**src/rtl/inst_fetch_pkg.sv**
```systemverilog
// Shared widths, queue entry layout and fetch state encodings for the fetch stage.
package inst_fetch_pkg;

  localparam int unsigned PC_W = 11;
  localparam int unsigned IR_W = 32;

  typedef enum logic {
    ST_RUN  = 1'b0,
    ST_WAIT = 1'b1
  } fetch_state_t;

  typedef struct packed {
    logic [IR_W-1:0] ir;
    logic [PC_W-1:0] pc;
  } fetch_entry_t;

endpackage

```
**src/rtl/inst_fetch_queue.sv**
```systemverilog
// Prefetch FIFO of {IR,PC} entries with push/pop/flush and occupancy flags.
module inst_fetch_queue
  import inst_fetch_pkg::*;
#(
  parameter int unsigned DEPTH = 4
) (
  input  logic                       CLK,
  input  logic                       N_RST,
  input  logic                       push,
  input  fetch_entry_t               push_data,
  input  logic                       pop,
  input  logic                       flush,
  output fetch_entry_t               head,
  output logic [$clog2(DEPTH):0]     count,
  output logic                       empty,
  output logic                       full
);

  localparam int unsigned AW = $clog2(DEPTH);

  fetch_entry_t   mem [DEPTH];
  logic [AW-1:0]  wr_ptr;
  logic [AW-1:0]  rd_ptr;

  // Storage is cleared by reset so the head reads as zero until refilled.
  always_ff @(posedge CLK or negedge N_RST) begin
    if (!N_RST) begin
      wr_ptr <= '0;
      rd_ptr <= '0;
      count  <= '0;
      for (int unsigned i = 0; i < DEPTH; i++) begin
        mem[i] <= '0;
      end
    end else if (flush) begin
      wr_ptr <= rd_ptr;
      count  <= '0;
    end else begin
      if (push) begin
        mem[wr_ptr] <= push_data;
        wr_ptr      <= wr_ptr + AW'(1);
      end
      if (pop) begin
        rd_ptr <= rd_ptr + AW'(1);
      end
      unique case ({push, pop})
        2'b10:   count <= count + (AW+1)'(1);
        2'b01:   count <= count - (AW+1)'(1);
        default: count <= count;
      endcase
    end
  end

  assign head  = mem[rd_ptr];
  assign empty = (count == '0);
  assign full  = (count == (AW+1)'(DEPTH));

endmodule

```
**src/rtl/inst_fetch.sv**
```systemverilog
// Instruction fetch stage: issues sequential reads, queues returned words, and
// restarts on decoder control transfers or execute redirects.
module inst_fetch
  import inst_fetch_pkg::*;
#(
  parameter int unsigned    DEPTH    = 4,
  parameter logic [PC_W-1:0] RESET_PC = '0
) (
  input  logic            CLK,
  input  logic            N_RST,
  output logic            IEN,
  output logic [PC_W-1:0] IADDR,
  input  logic [IR_W-1:0] IDATA,
  output logic [IR_W-1:0] IR,
  output logic [PC_W-1:0] PC,
  output logic            VALID,
  input  logic            STALL,
  input  logic            HALT,
  input  logic            REDIRECT,
  input  logic [PC_W-1:0] REDIRECT_PC
);

  localparam int unsigned AW = $clog2(DEPTH);

  fetch_state_t    state;
  logic [PC_W-1:0] fpc;
  logic [PC_W-1:0] issue_pc;
  logic            inflight;

  logic            accept;
  logic            transfer;
  logic            flush;
  logic            push;
  logic [AW+1:0]   occupancy;
  fetch_entry_t    push_data;
  fetch_entry_t    head;
  logic [AW:0]     q_count;
  logic            q_empty;
  logic            q_full;

  assign accept    = VALID & ~STALL;
  assign transfer  = accept & HALT;
  assign flush     = REDIRECT | transfer;
  assign push      = inflight & ~flush;
  assign occupancy = (AW+2)'(q_count) + (AW+2)'(inflight);

  // Gated by N_RST so no request is visible while reset is held.
  assign IEN   = N_RST & (state == ST_RUN) & ~q_full & (occupancy < (AW+2)'(DEPTH));
  assign IADDR = fpc;

  assign push_data.ir = IDATA;
  assign push_data.pc = issue_pc;

  always_ff @(posedge CLK or negedge N_RST) begin
    if (!N_RST) begin
      state    <= ST_RUN;
      fpc      <= RESET_PC;
      issue_pc <= '0;
      inflight <= 1'b0;
    end else if (REDIRECT) begin
      state    <= ST_RUN;
      fpc      <= REDIRECT_PC;
      inflight <= 1'b0;
    end else if (transfer) begin
      state    <= ST_WAIT;
      inflight <= 1'b0;
    end else begin
      inflight <= IEN;
      if (IEN) begin
        fpc      <= fpc + PC_W'(1);
        issue_pc <= fpc;
      end
    end
  end

  inst_fetch_queue #(
    .DEPTH (DEPTH)
  ) u_queue (
    .CLK       (CLK),
    .N_RST     (N_RST),
    .push      (push),
    .push_data (push_data),
    .pop       (accept),
    .flush     (flush),
    .head      (head),
    .count     (q_count),
    .empty     (q_empty),
    .full      (q_full)
  );

  assign VALID = (state == ST_RUN) & ~q_empty;
  assign IR    = head.ir;
  assign PC    = head.pc;

endmodule

```
**config.mk**
```make
export PLATFORM = sky130hd
export DESIGN_NAME = inst_fetch
export DESIGN_NICKNAME = d
export VERILOG_FILES = /design/src/rtl/inst_fetch_pkg.sv /design/src/rtl/inst_fetch_queue.sv /design/src/rtl/inst_fetch.sv
export SDC_FILE = /design/constraint.sdc
export NUM_CORES = 1
export LEC_CHECK = 0
export BUFFER_PORTS_ARGS = -buffer_cell sky130_fd_sc_hd__buf_4
export CAP_MARGIN = 20
export CORE_MARGIN = 4
export CORE_UTILIZATION = 57
export DETAILED_ROUTE_END_ITERATION = 16
export GPL_ROUTABILITY_DRIVEN = 0
export PLACE_DENSITY = 0.78
export SETUP_SLACK_MARGIN = 0.5
export SYNTH_ARGS = -nofsm -noshare
export SYNTH_HDL_FRONTEND = slang
export SYNTH_SLANG_ARGS = --single-unit
```
**constraint.sdc**
```tcl
create_clock -name CLK -period 2.8 [get_ports CLK]
set_clock_uncertainty 0.05 [all_clocks]
set_input_delay 0.42 -clock CLK [delete_from_list [all_inputs] [get_ports CLK]]
set_output_delay 0.42 -clock CLK [all_outputs]
set_load 0.005 [all_outputs]
```
==> qor.txt <==
1st-pass router iterations - 4
Vias per inst - 5.98
GRT Total Usage - 22.3%
Unrepaired setup endpoints after global routing - yes
Pleak - 0.00511 µW
Slowest CP cell - mux4_2
CP Launch Type - flip-flop
Port bufs - 103
Cell Area, Synth - 9080 µm²
Vias in the first global route - 6170
Most frequent CP cell - buf_12
Compound-Gate Fraction of Synth Area - 2.63%
Fin crit period - 2.37 ns
CTS max path bufs - 3
Synthesized area per cell - 15.5 µm²
Synth Register Bits - 203
Antenna fix cells - 0
Clock Root Buffer - clkbuf_16
Run status - complete, no violations
HPWL Detailed - 12200 µm
Slowest stage delay, CP - 0.53 ns
Fin util - 72.8%
CP max FO - 9
Ys async rst share - 100%
ANT nets after route - 0
H-tree levels - 1
Fin Setup TNS - 0 ns
CORE AREA - 15400 µm²
Initial Util - 58.8%
Synth warnings - 0
Global Route met1 Usage - 31.3%
Total Wirelength - 19800 µm
Grt total ovfl - 0
M2 GR Usage - 37.4%
GRT busiest layer - met2
Die Y - 134 µm
DIE WIDTH - 134 µm
Maxcap violations - 0
Clock Sinks - 203
Slew HR - 33.8%
Initial antenna violation count - 0
Met3 Usage GRT - 3.79%
Post-synth EDFFs - 0
Placed insts - 881
Clock-pin slew on the worst setup and hold paths - 0.06 ns
Post-Layout Cell Count - 941
Die area - 18000 µm²
# DRC - 0
Worst Hold Class - input pin to async pin
Maximum VDD drop - 0.532 mV
Boundary Pins - 104
Crit path buf inv count - 3
Number of cell rows - 45
Most frequent cells in the layout - dfrtp_1 (198), mux2_2 (185), buf_4 (102), mux4_2 (43), buf_6 (26)
Crit-path cells - buf_12 -> buf_12 -> mux4_2 -> buf_4
Slew of the pin with the lowest slew margin - 0.993 ns
Period utilisation layout - 84.5%
PD cells - 1130 nW/µm²
Worst skew pair latency - 0.49 ns
Initial drt markers - 237
Crit-path leading delay family - multiplexers
Post-Synth Adder-Cell Area - 0.910%
Multi-input logic area - 3840 µm²
CP arrival - 1.90 ns
First-pass GRT wire length - 32400 µm
TritonCTS clock tree - built
Layout cell share with drive strength beyond 1 - 57.7%
Most common cell after layout, fill and taps aside - dfrtp_1
Crit path required time - 2.33 ns
Simple-gate share of the synthesized area - 4.47%
Area growth syn-to-layout - 23.7%
Largest family of logic cells by synthesized area - multiplexers
Register area - 5090 µm²
Vias - 5628
Syn Nets - 640
Hold slack - 0.0155 ns
Register area share after synthesis - 56.0%
Critical path type - flip-flop to primary output
CP endpoint kind - primary output
Main synth FF type - dfrtp_1
Top cells by area, synth - dfrtp_1 (56%), mux2_2 (23%), mux4_2 (11%), buf_2 (1.2%), nor2_1 (0.79%)
Final setup violating endpoints - 0
Cell taking the most area after synthesis - dfrtp_1
Routed WL per cell - 21.0 µm
CTS Buf Count - 22
Mux share of post-synthesis cell area - 33.6%
FILL cells - 1022
Fmax - 423 MHz
Gate Count Post-Synth - 586
Yosys top cell area share - 56.0%
Post-synthesis cell type count - 44
Largest net degree at the start of global routing - 81
Final count of pins violating max slew - 0
XOR/XNOR Fraction of Synth Area - 0.386%
Final Net Count - 770
Final Hold Viols - 0
[worst register-to-register path, stage by stage, from the launching register on]
cell	delay [ns]
dfrtp_2	0.41
or3_4	0.42
buf_4	0.15
buf_4	0.13
and3_4	0.23
nor3_2	0.24
buf_4	0.25
mux2_2	0.35
[cell families after synthesis]
| family | Yosys count |
|---|---|
| xor gates and xnor gates | 4 |
| AOI/OAI and AO/OA | 33 |
| adders and majority gates | 6 |
| DFF | 203 |
| muxes | 228 |
| and+or+nand+nor | 73 |
| buffers and inverters | 39 |
[metrics by stage]
stage | instance area (µm²) | setup WS, ns | power (µW)
6_report | 11200 | 0.434 | 12700
5_1_grt | 11200 | 0.387 | 13400
4_1_cts | 11000 | 0.399 | 12400
3_5_place_dp | 10100 | 0.371 | 9380
3_3_place_gp | 10100 | 0.473 | 9090
2_1_floorplan | 9090 | 0.517 | 7500
[sequential cells by signal, indices dropped and copies added, names as in the netlist]
| register | cells |
|---|---|
| IADDR | 11 |
| u_queue.wr_ptr | 2 |
| u_queue.rd_ptr | 2 |
| issue_pc | 11 |
| state | 1 |
| inflight | 1 |
| u_queue.mem | 172 |
| u_queue.count | 3 |
[layout make-up]
cell class	count	share of cell area (%)
clock buffer	37	6.30
clock inverter	1	0.0446
inverter	5	0.200
multi-input combinational	344	34.2
sequential	203	45.3
tap	211	2.35
timing repair buffer	140	11.6
[repair_timing]
action | 4_1_cts | 5_1_grt
pin swaps | 1 | 3
setup buffers | 12 | 8
gates cloned | 0 | 2
hold buffers | 0 | 0
setup endpoints to repair | 45 | 55
resized for setup | 8 | 38
[per-layer routing]
metal	part of all wire (%)	routed length, µm	vias up
li1	-	-	2475
met2	51	10100	162
met5	0	0	-
met4	1.0	206	0
met3	5.4	1060	22
met1	43	8430	2969
[power by group]
part / switching [µW] / leakage [µW] / internal (µW)
Sequential: 781 / 0.00254 / 4230
Combinational: 1690 / 0.00222 / 3220
Clock: 1090 / 0.000352 / 1710
[worst paths after layout]
| path | start | end | slack (ns) | cells past startpoint |
|---|---|---|---|---|
| worst max-delay path | u_queue.rd_ptr[0] | IR[0] | 0.43 | 4 |
| worst min-delay path | N_RST | u_queue.mem[13] | 0.02 | 2 |
| worst max register to register | u_queue.count[0] | issue_pc[10] | 0.46 | 7 |
| worst min register to register | u_queue.mem[58] | u_queue.mem[58] | 0.45 | 1 |
| max in group asynchronous | N_RST | u_queue.mem[124] | 1.27 | 3 |
| min in group CLK | IDATA[4] | u_queue.mem[15] | 0.13 | 2 |
[synth_stat cells (2+ instances only)]
library cell    n
xor2_1          4
nand4_1         6
nor3_1          4
nor2_1         19
o21ai_0         4
buf_2          22
mux4_2         43
a221oi_1        2
nand2_2         4
clkbuf_1        9
a31oi_1        11
and2_1          3
or4_1           6
nor2b_1         3
or3_1           2
dfrtp_1       203
ha_1            5
nand3_1        10
o31ai_1         8
mux2_2        185
nand2_1         6
a21oi_1         2
inv_1           4
Note: power is estimated with default switching activity, not from simulation.
